==> config.mk <==
export PLATFORM = sky130hd
export DESIGN_NAME = ex_mem_skid_stage
export DESIGN_NICKNAME = d
export VERILOG_FILES = /design/src/rtl/ex_mem_skid_stage.sv
export SDC_FILE = /design/constraint.sdc
export NUM_CORES = 1
export LEC_CHECK = 0
export BUFFER_PORTS_ARGS = -buffer_cell sky130_fd_sc_hd__buf_2
export CORE_ASPECT_RATIO = 0.75
export CORE_UTILIZATION = 35
export CTS_CLUSTER_SIZE = 40
export DETAILED_ROUTE_END_ITERATION = 16
export GPL_TIMING_DRIVEN = 0
export HOLD_SLACK_MARGIN = 0.08
export MAX_ROUTING_LAYER = met4
export SLEW_MARGIN = 20
export SYNTH_ARGS = -nofsm -noshare
export SYNTH_HDL_FRONTEND = slang
export SYNTH_SLANG_ARGS = --single-unit
==> constraint.sdc <==
create_clock -name clock -period 1.9 [get_ports clock]
set_input_delay 0.38 -clock clock [delete_from_list [all_inputs] [get_ports clock]]
set_output_delay 0.38 -clock clock [all_outputs]
set_load 0.005 [all_outputs]
==> src/rtl/ex_mem_skid_stage.sv <==
// ex_mem_skid_stage: EX/MEM pipeline register with valid/ready handshake and one-entry skid buffer
//   clock, reset              rising-edge clock, synchronous active-high reset (wins over flush)
//   flush                     synchronous flush: empties both slots, drops any same-cycle input
//   in_valid/in_ready         EX-side handshake; in_ready depends on registered state only
//   in_pc..in_ctrl            EX bundle (pc, alu, rd1, rd2, zero, wreg, ctrl)
//   out_valid/out_ready       MEM-side handshake
//   out_pc..out_ctrl          main-slot bundle, forced to zero while out_valid is low
//   fwd_valid/reg/data        hazard-unit forwarding tap, taken from the main slot only
//   stall_cnt                 saturating count of cycles with out_valid & !out_ready
module ex_mem_skid_stage #(
    parameter int DATA_W       = 64,
    parameter int REG_W        = 5,
    parameter int CTRL_W       = 8,
    parameter int REGWRITE_BIT = 7,
    parameter int ZERO_REG     = 31,
    parameter int CNT_W        = 16
) (
    input  logic              clock,
    input  logic              reset,
    input  logic              flush,
    input  logic              in_valid,
    output logic              in_ready,
    input  logic [DATA_W-1:0] in_pc,
    input  logic [DATA_W-1:0] in_alu,
    input  logic [DATA_W-1:0] in_rd1,
    input  logic [DATA_W-1:0] in_rd2,
    input  logic              in_zero,
    input  logic [REG_W-1:0]  in_wreg,
    input  logic [CTRL_W-1:0] in_ctrl,
    output logic              out_valid,
    input  logic              out_ready,
    output logic [DATA_W-1:0] out_pc,
    output logic [DATA_W-1:0] out_alu,
    output logic [DATA_W-1:0] out_rd1,
    output logic [DATA_W-1:0] out_rd2,
    output logic              out_zero,
    output logic [REG_W-1:0]  out_wreg,
    output logic [CTRL_W-1:0] out_ctrl,
    output logic              fwd_valid,
    output logic [REG_W-1:0]  fwd_reg,
    output logic [DATA_W-1:0] fwd_data,
    output logic [CNT_W-1:0]  stall_cnt
);
    localparam int BW = 4 * DATA_W + 1 + REG_W + CTRL_W;

    typedef enum logic [1:0] {EMPTY, FULL, SKID} state_t;

    state_t           state_q, state_d;
    logic [BW-1:0]    main_q, main_d, skid_q, skid_d;
    logic [BW-1:0]    in_bus, out_bus;
    logic [CNT_W-1:0] cnt_q, cnt_d;

    assign in_bus    = {in_pc, in_alu, in_rd1, in_rd2, in_zero, in_wreg, in_ctrl};
    assign in_ready  = (state_q != SKID) & ~reset;
    // Gating with reset keeps every output at zero in the reset cycle itself,
    // even when the registers still hold pre-reset contents.
    assign out_valid = (state_q != EMPTY) & ~reset;
    // Bubble gating: an empty stage never shows stale control bits downstream.
    assign out_bus   = out_valid ? main_q : '0;
    assign {out_pc, out_alu, out_rd1, out_rd2, out_zero, out_wreg, out_ctrl} = out_bus;

    assign fwd_reg   = out_wreg;
    assign fwd_data  = out_alu;
    assign fwd_valid = out_valid & out_ctrl[REGWRITE_BIT] & (out_wreg != REG_W'(ZERO_REG));

    assign stall_cnt = reset ? '0 : cnt_q;
    assign cnt_d     = (out_valid & ~out_ready & ~&cnt_q) ? cnt_q + CNT_W'(1) : cnt_q;

    // In EMPTY and FULL in_ready is high outside reset, so in_valid alone
    // means an input transfer here.
    always_comb begin
        state_d = state_q;
        main_d  = main_q;
        skid_d  = skid_q;
        case (state_q)
            EMPTY: begin
                if (in_valid) begin
                    main_d  = in_bus;
                    state_d = FULL;
                end
            end
            FULL: begin
                if (in_valid & out_ready) begin
                    main_d = in_bus;
                end else if (out_ready) begin
                    state_d = EMPTY;
                end else if (in_valid) begin
                    skid_d  = in_bus;
                    state_d = SKID;
                end
            end
            SKID: begin
                if (out_ready) begin
                    main_d  = skid_q;
                    state_d = FULL;
                end
            end
            default: state_d = EMPTY;
        endcase
        if (flush) begin
            state_d = EMPTY;
            main_d  = '0;
            skid_d  = '0;
        end
    end

    always_ff @(posedge clock) begin
        if (reset) begin
            state_q <= EMPTY;
            main_q  <= '0;
            skid_q  <= '0;
            cnt_q   <= '0;
        end else begin
            state_q <= state_d;
            main_q  <= main_d;
            skid_q  <= skid_d;
            cnt_q   <= cnt_d;
        end
    end
endmodule

==> flow_summary.toml <==
[outcome]
outcome = "finished, violations left"
violations = "setup timing"

[timing]
setup_slack_ns = -0.597
setup_viol = 342
hold_viol_final = 0
rsz0062_at_grt = "yes"
min_period_ns = 2.50
slew_violations = 0
fmax_ghz = 0.400
period_share_pct = 131
tightest_slew_ns = 1.07
max_slew_margin_pct = 28.9
finClkSkew_ns = 0.0175

[setup_path]
crit_type = "register to output pin"
rrSetupSlack_ns = 0.01
reg2regPathDepth = 6
startpoint = "state_q[1]"
crit_path_start_kind = "register"
critPathMaxFanout = 5
cp-end-kind = "output pin"
arrival_ns = 2.12
worstPathRequired_ns = 1.52
r2r-start = "state_q[1]"

[global_routing]
grt_usage_pct = 26.9
antenna_found_initial = 14
grt_max_degree = 20
grt_pass1_vias = 24270
grt_pass1_wl_microns = 143000
overflow = 0

[hold_path]
worstHoldPathType = "input pin to register"
whs_path_depth = 4
holdCritStartpoint = "reset"

[routing]
drt-total-wl_microns = 94800
drt_pre_antenna_iters = 6
vias = 25598
wire_per_inst_microns = 18.6
drtIter0Drc = 1794
route.antenna.remaining_nets = 0
via_per_inst = 5.02
route.detailed.drc = 0

[yosys]
ys_seq_elements = 558
synth_flop_cell = "dfxtp_1"
async_flop_share_pct = 0
syn-cell-area_sq_um = 24000
syn_area_per_cell_sq_um = 7.56
yosys_warnings = 0
yosysSeqAreaShare_pct = 46.6
ys_types = 37
synth.net_count = 3450
synth_cells = 3174
synth_edf_count = 0

[clocking]
cts_buffer_depth = 3
root_buffer = "clkbuf_16"
h-tree-depth = 2
numCtsBuffers = 56
clock-sinks = 558
cts_tree = "built"
clk_pin_slew_ns = 0.06
insertion_delay_ns = 0.60

[die]
die_w_microns = 304
core_sq_um = 67300
ioPinCount = 633
dieArea_sq_um = 69600
die_y_microns = 229
fp-row-count = 82
initial_core_util_pct = 35.6

[layout]
syn_to_final_growth_pct = 50.6
final_common_cell = "nand2_1"
fillers = 6296
final_cell_mix = "nand2_1, dfxtp_1, buf_2"
fin_area_sq_um = 36100
nets = 4443
drive_gt1_share_pct = 28.7

[placed_design]
placed_cell_area_sq_um = 28300
place.gp.congestion = 0.863
port_buffers = 631
dp.final_hpwl_microns = 65000

[power_and_ir_drop]
total_power_mw = 26.1
powerDensity_nw_per_um2 = 723
leakagePower_nw = 15.1
worst_ir_drop_vdd_mv = 0.455

[flow_run]
drv_cap = 0
state kept, by name, summed over array words and instances, names as in the netlist:
name / count
skid_q: 270
cnt_q: 16
main_q: 270
state_q: 2
synthesized netlist by cell type, drive strengths merged (2+ instances only):
master,instances,area share [%]
nor2b,14,0.37
and4,3,0.11
nand3,7,0.17
nand2,1090,17
buf,155,3.9
o31ai,4,0.13
nor4,2,0.052
nand2b,2,0.052
or3,4,0.10
mux2,8,0.38
clkbuf,187,2.9
inv,6,0.094
a311oi,270,9.9
o21ai,6,0.14
and2,273,7.1
dfxtp,558,47
nor2,283,4.4
or4,3,0.094
a21oi,277,5.8
o41ai,2,0.073
and3,2,0.052
nor3,2,0.042
nand4,8,0.21
through the flow:
| stage | setup WS [ns] | std cells | hold slack, ns | TNS [ns] | utilization [%] |
|---|---|---|---|---|---|
| 3_3_place_gp | -1.10 | 4687 | 0.442 | -605.54 | 42.0 |
| 6_report | -0.597 | 5098 | 0.114 | -172.15 | 53.7 |
| 5_1_grt | -0.654 | 5097 | 0.118 | -194.41 | 53.7 |
| 2_1_floorplan | 0.00247 | 3174 | 0.437 | 0 | - |
| 3_5_place_dp | -1.08 | 4687 | 0.447 | -599.25 | 42.0 |
| 4_1_cts | -0.657 | 5084 | 0.0910 | -284.23 | 52.8 |
layer usage:
layer	vias to the layer above	share of wire (%)	track usage [%]
li1	12509	-	-
met1	12097	44	35.3
met2	852	47	42.9
met3	140	6.6	4.30
met4	0	2.2	6.88
met5	-	0	-
critical path, stage by stage (launching register included):
cell and delay, ns:
dfxtp_4 0.35, o21bai_4 0.17, clkinv_4 0.10, buf_12 0.14
buf_16 0.14, clkbuf_16 0.18, clkbuf_16 0.16, and2_4 0.16
buf_6 0.11
where the power goes:
part	internal [mW]	switching, mW
combinational	1.32	1.52
sequential	12.0	0.171
clock	6.33	4.80
worst paths after layout:
path	endpoint
worst max-delay path	out_pc[9]
worst min-delay path	cnt_q[6]
worst max register to register	main_q[155]
worst min register to register	skid_q[52]
cells by family after synthesis:
logic type,Yosys count,synth area share (%)
AO/OA/AOI/OAI,562,16.1
buffers and inverters,349,6.95
multiplexers,9,0.417
flip-flops,558,46.6
AND/OR/NAND/NOR,1695,29.9
adder cells (fa/ha/maj),1,0.0522
area by class of cell:
cell class	count	area, sq um	area share, %
multi-input cells	2267	11600	32.2
well taps	882	1100	3.05
flip-flops and latches	558	11200	31.0
clock inverters	11	138	0.381
diodes	13	32.5	0.0901
repair buffers	940	7720	21.4
plain buffers	337	2620	7.26
inverters	7	31.3	0.0866
clock buffers	83	1640	4.55
what timing repair did:
action,CTS,global route
gates cloned,21,0
hold buffers,270,0
endpoints found under the hold margin,538,0
resized for setup,591,297
pin swaps,126,11
buffers inserted,14,7
setup endpoints to repair,899,891
(Power assumes the default switching activity.)
